$ cat src/rtl/frame_pkg.sv
// Shared sizes, frame-type codes, verdict codes, FSM encoding and CRC-32 helper
// for the frame validator.
package frame_pkg;

  localparam int unsigned DEF_DATA_SIZE     = 64;
  localparam int unsigned DEF_NONCE_SIZE    = 12;
  localparam int unsigned DEF_PREAMBLE_SIZE = 7;
  localparam int unsigned DEF_CRC_SIZE      = 4;

  localparam logic [7:0] TYPE_FIRST  = 8'h00;
  localparam logic [7:0] TYPE_LAST   = 8'h01;
  localparam logic [7:0] TYPE_NORMAL = 8'h02;
  localparam logic [7:0] TYPE_SINGLE = 8'h03;

  localparam logic [7:0] CODE_NONE  = 8'h00;
  localparam logic [7:0] CODE_OKAY  = 8'h05;
  localparam logic [7:0] CODE_ERROR = 8'h04;
  localparam logic [7:0] CODE_FATAL = 8'h08;

  localparam logic [31:0] CRC32_POLY   = 32'hEDB8_8320;
  localparam logic [31:0] CRC32_INIT   = 32'hFFFF_FFFF;
  localparam logic [31:0] CRC32_XOROUT = 32'hFFFF_FFFF;

  typedef enum logic [2:0] {
    ST_IDLE    = 3'd0,
    ST_CRC_RUN = 3'd1,
    ST_CHECK   = 3'd2,
    ST_DELIVER = 3'd3,
    ST_CONFIRM = 3'd4
  } state_t;

  // One byte of reflected CRC-32 (LSB-first), no final XOR.
  function automatic logic [31:0] crc32_byte(input logic [31:0] crc, input logic [7:0] data);
    logic [31:0] c;
    c = crc ^ {24'h0, data};
    for (int i = 0; i < 8; i++) begin
      c = c[0] ? ((c >> 1) ^ CRC32_POLY) : (c >> 1);
    end
    return c;
  endfunction

endpackage

$ cat src/rtl/crc32_engine.sv
// Byte-serial CRC-32 (IEEE, reflected). Only built when FRAME_CRC_CHECK_EN is
// defined; without it the validator carries no CRC logic at all.
`ifdef FRAME_CRC_CHECK_EN
module crc32_engine
  import frame_pkg::*;
(
  input  logic        clk,
  input  logic        init,
  input  logic        clear,
  input  logic [7:0]  byte_in,
  input  logic        byte_valid,
  output logic [31:0] crc_out
);

  logic [31:0] crc_q;

  // Running remainder: preset on clear, folds in one byte per valid cycle.
  always_ff @(posedge clk or posedge init) begin
    if (init) begin
      crc_q <= CRC32_INIT;
    end else if (clear) begin
      crc_q <= CRC32_INIT;
    end else if (byte_valid) begin
      crc_q <= crc32_byte(crc_q, byte_in);
    end
  end

  assign crc_out = crc_q ^ CRC32_XOROUT;

endmodule
`endif

$ cat src/rtl/frame_validator.sv
// Frame validator: latches a received frame, optionally checks its CRC-32,
// checks type and sequence number, delivers the payload downstream and reports
// a one-cycle verdict. Optional CRC check enabled by macro FRAME_CRC_CHECK_EN.
module frame_validator
  import frame_pkg::*;
#(
  parameter  int unsigned DATA_SIZE     = DEF_DATA_SIZE,
  parameter  int unsigned NONCE_SIZE    = DEF_NONCE_SIZE,
  parameter  int unsigned PREAMBLE_SIZE = DEF_PREAMBLE_SIZE,
  parameter  int unsigned CRC_SIZE      = DEF_CRC_SIZE,
  localparam int unsigned FRAME_BYTES   = PREAMBLE_SIZE + DATA_SIZE + CRC_SIZE + NONCE_SIZE
) (
  input  logic                      clk,
  input  logic                      init,
  input  logic [FRAME_BYTES*8-1:0]  fin,
  input  logic                      fin_valid,
  output logic                      confirm,
  output logic [7:0]                conf_code,
  output logic [DATA_SIZE*8-1:0]    dout,
  output logic [NONCE_SIZE*8-1:0]   nonce_out,
  output logic                      first_out,
  output logic                      last_out,
  output logic                      dout_valid,
  input  logic                      dout_ready,
  output logic                      busy,
  output logic [7:0]                drop_cnt
);

  localparam int unsigned FRAME_W   = FRAME_BYTES * 8;
  localparam int unsigned CRC_OFS   = PREAMBLE_SIZE + DATA_SIZE;
  localparam int unsigned NONCE_OFS = CRC_OFS + CRC_SIZE;

  state_t              state_q, state_d;
  logic [FRAME_W-1:0]  frame_q;
  logic                latch_c;
  logic [7:0]          ftype_c;
  logic [31:0]         fnum_c;
  logic                crc_done_c;
  logic                crc_ok_c;
  logic [7:0]          verdict_c;
  logic                pass_c;
  logic [31:0]         expected_q, exp_nxt_c;
  logic                in_seq_q, in_seq_nxt_c;

  assign latch_c = (state_q == ST_IDLE) && fin_valid;

  // Header fields: byte 0 type, bytes 3..6 big-endian frame number.
  assign ftype_c = frame_q[7:0];
  assign fnum_c  = {frame_q[3*8 +: 8], frame_q[4*8 +: 8], frame_q[5*8 +: 8], frame_q[6*8 +: 8]};

  // Frame holding register, captured only when a frame is accepted in IDLE.
  always_ff @(posedge clk or posedge init) begin
    if (init) begin
      frame_q <= '0;
    end else if (latch_c) begin
      frame_q <= fin;
    end
  end

`ifdef FRAME_CRC_CHECK_EN
  localparam int unsigned IDX_W = $clog2(CRC_OFS + 1);

  logic [IDX_W-1:0] byte_idx_q;
  logic             crc_feed_c;
  logic [7:0]       crc_byte_c;
  logic [31:0]      crc_calc;
  logic [31:0]      crc_rx_c;

  assign crc_feed_c = (state_q == ST_CRC_RUN);
  assign crc_byte_c = frame_q[int'(byte_idx_q) * 8 +: 8];
  assign crc_done_c = (byte_idx_q == IDX_W'(CRC_OFS - 1));

  // Walks bytes 0..CRC_OFS-1 into the engine, one per CRC_RUN cycle.
  always_ff @(posedge clk or posedge init) begin
    if (init) begin
      byte_idx_q <= '0;
    end else if (latch_c) begin
      byte_idx_q <= '0;
    end else if (crc_feed_c) begin
      byte_idx_q <= byte_idx_q + IDX_W'(1);
    end
  end

  // Received CRC field, big-endian.
  always_comb begin
    crc_rx_c = '0;
    for (int i = 0; i < int'(CRC_SIZE); i++) begin
      crc_rx_c = {crc_rx_c[23:0], frame_q[(CRC_OFS + i) * 8 +: 8]};
    end
  end

  crc32_engine u_crc (
    .clk        (clk),
    .init       (init),
    .clear      (latch_c),
    .byte_in    (crc_byte_c),
    .byte_valid (crc_feed_c),
    .crc_out    (crc_calc)
  );

  assign crc_ok_c = (crc_calc == crc_rx_c);
`else
  logic unused_frame_bits;

  assign crc_done_c        = 1'b1;
  assign crc_ok_c          = 1'b1;
  // Reserved and CRC bytes carry no meaning when the CRC is not checked.
  assign unused_frame_bits = ^{frame_q[8 +: 16], frame_q[CRC_OFS * 8 +: CRC_SIZE * 8]};
`endif

  // Verdict and next sequence-tracking values, consumed in CHECK.
  always_comb begin
    verdict_c    = CODE_OKAY;
    exp_nxt_c    = expected_q;
    in_seq_nxt_c = in_seq_q;
    if (ftype_c > TYPE_SINGLE) begin
      verdict_c    = CODE_FATAL;
      in_seq_nxt_c = 1'b0;
    end else if (!crc_ok_c) begin
      verdict_c = CODE_ERROR;
    end else begin
      case (ftype_c)
        TYPE_FIRST, TYPE_SINGLE: begin
          exp_nxt_c    = fnum_c + 32'd1;
          in_seq_nxt_c = (ftype_c == TYPE_FIRST);
        end
        default: begin
          if (!in_seq_q || (fnum_c != expected_q)) begin
            verdict_c = CODE_ERROR;
          end else begin
            exp_nxt_c    = expected_q + 32'd1;
            in_seq_nxt_c = (ftype_c == TYPE_NORMAL);
          end
        end
      endcase
    end
  end

  assign pass_c = (verdict_c == CODE_OKAY);

  // Sequence tracking is committed once per frame, in CHECK.
  always_ff @(posedge clk or posedge init) begin
    if (init) begin
      expected_q <= '0;
      in_seq_q   <= 1'b0;
    end else if (state_q == ST_CHECK) begin
      expected_q <= exp_nxt_c;
      in_seq_q   <= in_seq_nxt_c;
    end
  end

  // FSM state register.
  always_ff @(posedge clk or posedge init) begin
    if (init) begin
      state_q <= ST_IDLE;
    end else begin
      state_q <= state_d;
    end
  end

  // FSM next-state logic.
  always_comb begin
    state_d = state_q;
    case (state_q)
      ST_IDLE: begin
        if (fin_valid) begin
`ifdef FRAME_CRC_CHECK_EN
          state_d = ST_CRC_RUN;
`else
          state_d = ST_CHECK;
`endif
        end
      end
      ST_CRC_RUN: begin
        if (crc_done_c) begin
          state_d = ST_CHECK;
        end
      end
      ST_CHECK: begin
        state_d = pass_c ? ST_DELIVER : ST_CONFIRM;
      end
      ST_DELIVER: begin
        if (dout_ready) begin
          state_d = ST_CONFIRM;
        end
      end
      ST_CONFIRM: begin
        state_d = ST_IDLE;
      end
      default: begin
        state_d = ST_IDLE;
      end
    endcase
  end

  // Status outputs registered from the next state so they align with it.
  always_ff @(posedge clk or posedge init) begin
    if (init) begin
      busy       <= 1'b0;
      confirm    <= 1'b0;
      dout_valid <= 1'b0;
      conf_code  <= CODE_NONE;
    end else begin
      busy       <= (state_d != ST_IDLE);
      confirm    <= (state_d == ST_CONFIRM);
      dout_valid <= (state_d == ST_DELIVER);
      if (state_d == ST_CONFIRM) begin
        conf_code <= (state_q == ST_CHECK) ? verdict_c : CODE_OKAY;
      end
    end
  end

  // Payload is loaded on a passing verdict and held until the next one.
  always_ff @(posedge clk or posedge init) begin
    if (init) begin
      dout      <= '0;
      nonce_out <= '0;
      first_out <= 1'b0;
      last_out  <= 1'b0;
    end else if ((state_q == ST_CHECK) && pass_c) begin
      dout      <= frame_q[PREAMBLE_SIZE * 8 +: DATA_SIZE * 8];
      nonce_out <= frame_q[NONCE_OFS * 8 +: NONCE_SIZE * 8];
      first_out <= (ftype_c == TYPE_FIRST) || (ftype_c == TYPE_SINGLE);
      last_out  <= (ftype_c == TYPE_LAST) || (ftype_c == TYPE_SINGLE);
    end
  end

  // Saturating count of frames offered while not IDLE.
  always_ff @(posedge clk or posedge init) begin
    if (init) begin
      drop_cnt <= '0;
    end else if (fin_valid && (state_q != ST_IDLE) && (drop_cnt != 8'hFF)) begin
      drop_cnt <= drop_cnt + 8'd1;
    end
  end

endmodule

$ cat config.mk
export PLATFORM = sky130hd
export DESIGN_NAME = frame_validator
export DESIGN_NICKNAME = d
export VERILOG_FILES = /design/src/rtl/frame_pkg.sv /design/src/rtl/crc32_engine.sv /design/src/rtl/frame_validator.sv
export SDC_FILE = /design/constraint.sdc
export NUM_CORES = 2
export LEC_CHECK = 0
export CORE_AREA = 2 2 514 516
export CTS_BUF_LIST = sky130_fd_sc_hd__clkbuf_2 sky130_fd_sc_hd__clkbuf_4 sky130_fd_sc_hd__clkbuf_8
export CTS_CLUSTER_DIAMETER = 60
export CTS_CLUSTER_SIZE = 24
export DETAILED_ROUTE_END_ITERATION = 7
export DIE_AREA = 0 0 516 518
export HOLD_SLACK_MARGIN = 0.02
export SLEW_MARGIN = 20
export SYNTH_ARGS = -nofsm -noshare
export SYNTH_HDL_FRONTEND = slang
export SYNTH_SLANG_ARGS = --single-unit
$ cat constraint.sdc
create_clock -name clk -period 50.9 [get_ports clk]
set_input_delay 10.18 -clock clk [delete_from_list [all_inputs] [get_ports clk]]
set_output_delay 10.18 -clock clk [all_outputs]
set_load 0.01 [all_outputs]
==> out/qor.txt <==
Status -> finished, final reports clean
Dpl hpwl -> 162000 um
Sequential share of power -> 0.467
Net count, final -> 6398
Width of the chip -> 516 um
Hold worst-path end -> dout[35]
Share of layout cells above drive strength 1 -> 0.166
Clock latency on the worst-skew pair -> 0.93 ns
Slew Limit Fails -> 0
Clock Path Buffers -> 3
Cell area after synthesis -> 50700 sq um
Crit share post-route -> 0.276
Switch share -> 0.346
Worst Setup Start Kind -> primary input
Fin util -> 0.271
P_int -> 2.30 mW
Hold_sp -> frame_q[91]
TritonCTS clock tree -> yes
Max Cap Violations -> 0
Min-Delay Path Class -> reg2reg
First-pass GRT wire length -> 301000 um
DRC Markers -> 0
Cells on worst reg2reg path -> 11
Average size of a mapped cell -> 11.3 sq um
Clk_skew -> 0.0714 ns
R2r startpoint -> frame_q[47]
Post-CTS Hold Buffers -> 0
Rows -> 188
Hold Crit Depth -> 2
Unrepaired setup endpoints after global routing -> no
R2R Path End -> dout[371]
Slew headroom -> 0.200
GRT overflow -> 0
Post-route cell area -> 70800 sq um
Gpl congestion -> 0.948
#FFs+latches synth -> 1308
Initial antenna violation count -> 136
DR vias -> 38300
I/O pin total -> 1329
Setup crit end kind -> async pin
Post-CTS Resized -> 0
CTS Buf Count -> 135
Count leader, synth -> nand2_1
Worst slew pin tran -> 1.20 ns
Min Clock Period, post-route -> 14.03 ns
Crit Path Max Fanout -> 150
Sum Neg Setup Slack -> 0 ns
Cell Pwr Density -> 49.7 nW/um^2
Cells after Synth -> 4490
Worst EP required -> 51.83 ns
P&R area growth vs syn -> 39.7%
Dominant cells by area after synthesis -> dfrtp_1 (65%), mux2_2 (14%), nand2_1 (14%)
Die ar. -> 267000 sq um
Number of global-route vias before repair -> 39100
Final Hold Vio Count -> 0
Commonest register cell after synthesis -> dfrtp_1
Core box area -> 262000 sq um
Crit path DAT -> 14.97 ns
Initial core utilization -> 0.194
Total power -> 3.52 mW
Clock Sinks -> 1308
DR WL/cell -> 22.8 um
Worst vdd ir -> 0.0000309 V
Clock transition at path regs -> 0.11 ns
Final setup vio count -> 0
Flop2flop setup slack -> 44.95 ns
Async SR Flop Fraction -> 1.00
Drt first pass iters -> 5
Yosys top cell area share -> 0.646
Drt total wl -> 214000 um
Seq/Total Area, Yosys -> 0.646
DP Area -> 67300 sq um
Synth top cells by count -> nand2_1 (1884), dfrtp_1 (1308), mux2_2 (651), clkbuf_1 (237), o21ai_0 (41)
Clock power share -> 0.232
Largest net degree at the start of global routing -> 196
Post-CTS Setup Bufs -> 0
Root Buffer -> clkbuf_8
Synth area leader -> dfrtp_1
Setup Crit Path Kind -> in2async
Warnings from Yosys -> 0
CTS H-tree depth -> 4
Overall Global Routing Usage -> 0.156
Leak -> 31.6 nW
Post-synth EDFFs -> 0
IO buf count -> 1275
Final WS setup -> 36.87 ns
Via-to-Cell Ratio -> 4.09
Count of cell types in the netlist -> 65
Switch Pwr -> 1.22 mW
Height of the die -> 518 um
Initial DRC count -> 2518
Post-route ant nets -> 0
Comb power frac -> 0.301
Placement Setup Slack -> 35.66 ns
F_max -> 71.3 MHz
layer usage:
metal  global-route usage  part of all wire  vias up
li1                     -                 -    17000
met1                0.190              0.40    19200
met2                0.244              0.45     1514
met3               0.0688              0.11      409
met4               0.0496             0.034      100
met5                    0            0.0030        -
final cells by class:
cell class,count,area [sq um]
diodes,36,90.1
clock buffers,146,1990
clock inverters,105,1330
fillers,27400,191000
inverters,14,60.1
multi-input cells,2919,17000
flip-flops and latches,1308,32700
well taps,3515,4400
repair buffers,1318,13200
per-stage QoR:
stage / instances / hold slack [ns]
floorplan: 4494 / 0.442
global placement: 9072 / 0.451
detailed placement: 9072 / 0.454
CTS: 9323 / 0.423
global route: 9334 / 0.453
finish: 9361 / 0.418
worst max-delay path by stage:
| stage | from | slack (ns) | endpoint |
|---|---|---|---|
| finish | init | 36.87 | drop_cnt[3] |
| floorplan | init | 3.85 | busy |
| detailed placement | init | 35.66 | drop_cnt[1] |
| global placement | init | 35.84 | drop_cnt[0] |
| CTS | init | 36.76 | conf_code[0] |
| global route | init | 36.19 | nonce_out[45] |
registers in the layout, indices dropped and copies added (netlist names), 3 cells and up:
register and count:
expected_q 32, state_q 3, drop_cnt 8, nonce_out 96
frame_q 648, conf_code 3, dout 512
cells in the final DEF, fill, tap and decap left out, types with 24 or more instances in the layout:
cell,instances
a21oi_1,37
dfrtp_1,1308
clkdlybuf4s50_1,1275
mux2_2,651
diode_2,36
nor2_1,36
o21ai_0,41
buf_4,31
nand3_1,24
nand2_1,1884
clkbuf_8,143
xnor2_1,36
power by group through the flow:
stage	clock, mW	sequential (mW)	combinational (mW)
floorplan	0	1.68	0.406
global placement	0	1.65	1.06
detailed placement	0	1.66	1.07
CTS	0.857	1.64	1.08
global route	0.894	1.69	1.13
finish	0.818	1.64	1.06
critical path, stage by stage:
cell and delay (ns):
clkdlybuf4s50_1 0.49, inv_8 0.36, buf_4 0.72, buf_4 0.66, buf_4 0.79, buf_4 0.80, buf_12 0.64
kinds of logic (layout without fill, tap and decap cells):
group,after synthesis,in the layout,synth area share
other cells,1,41,0.0000740
compound gates,166,166,0.0213
buf+inv,267,1583,0.0204
flops,1308,1308,0.646
xor+xnor,43,43,0.00743
fa+ha+maj,2,2,0.000494
mux,665,665,0.148
simple gates,2038,2038,0.157
Note: power is estimated with default switching activity, not from simulation.
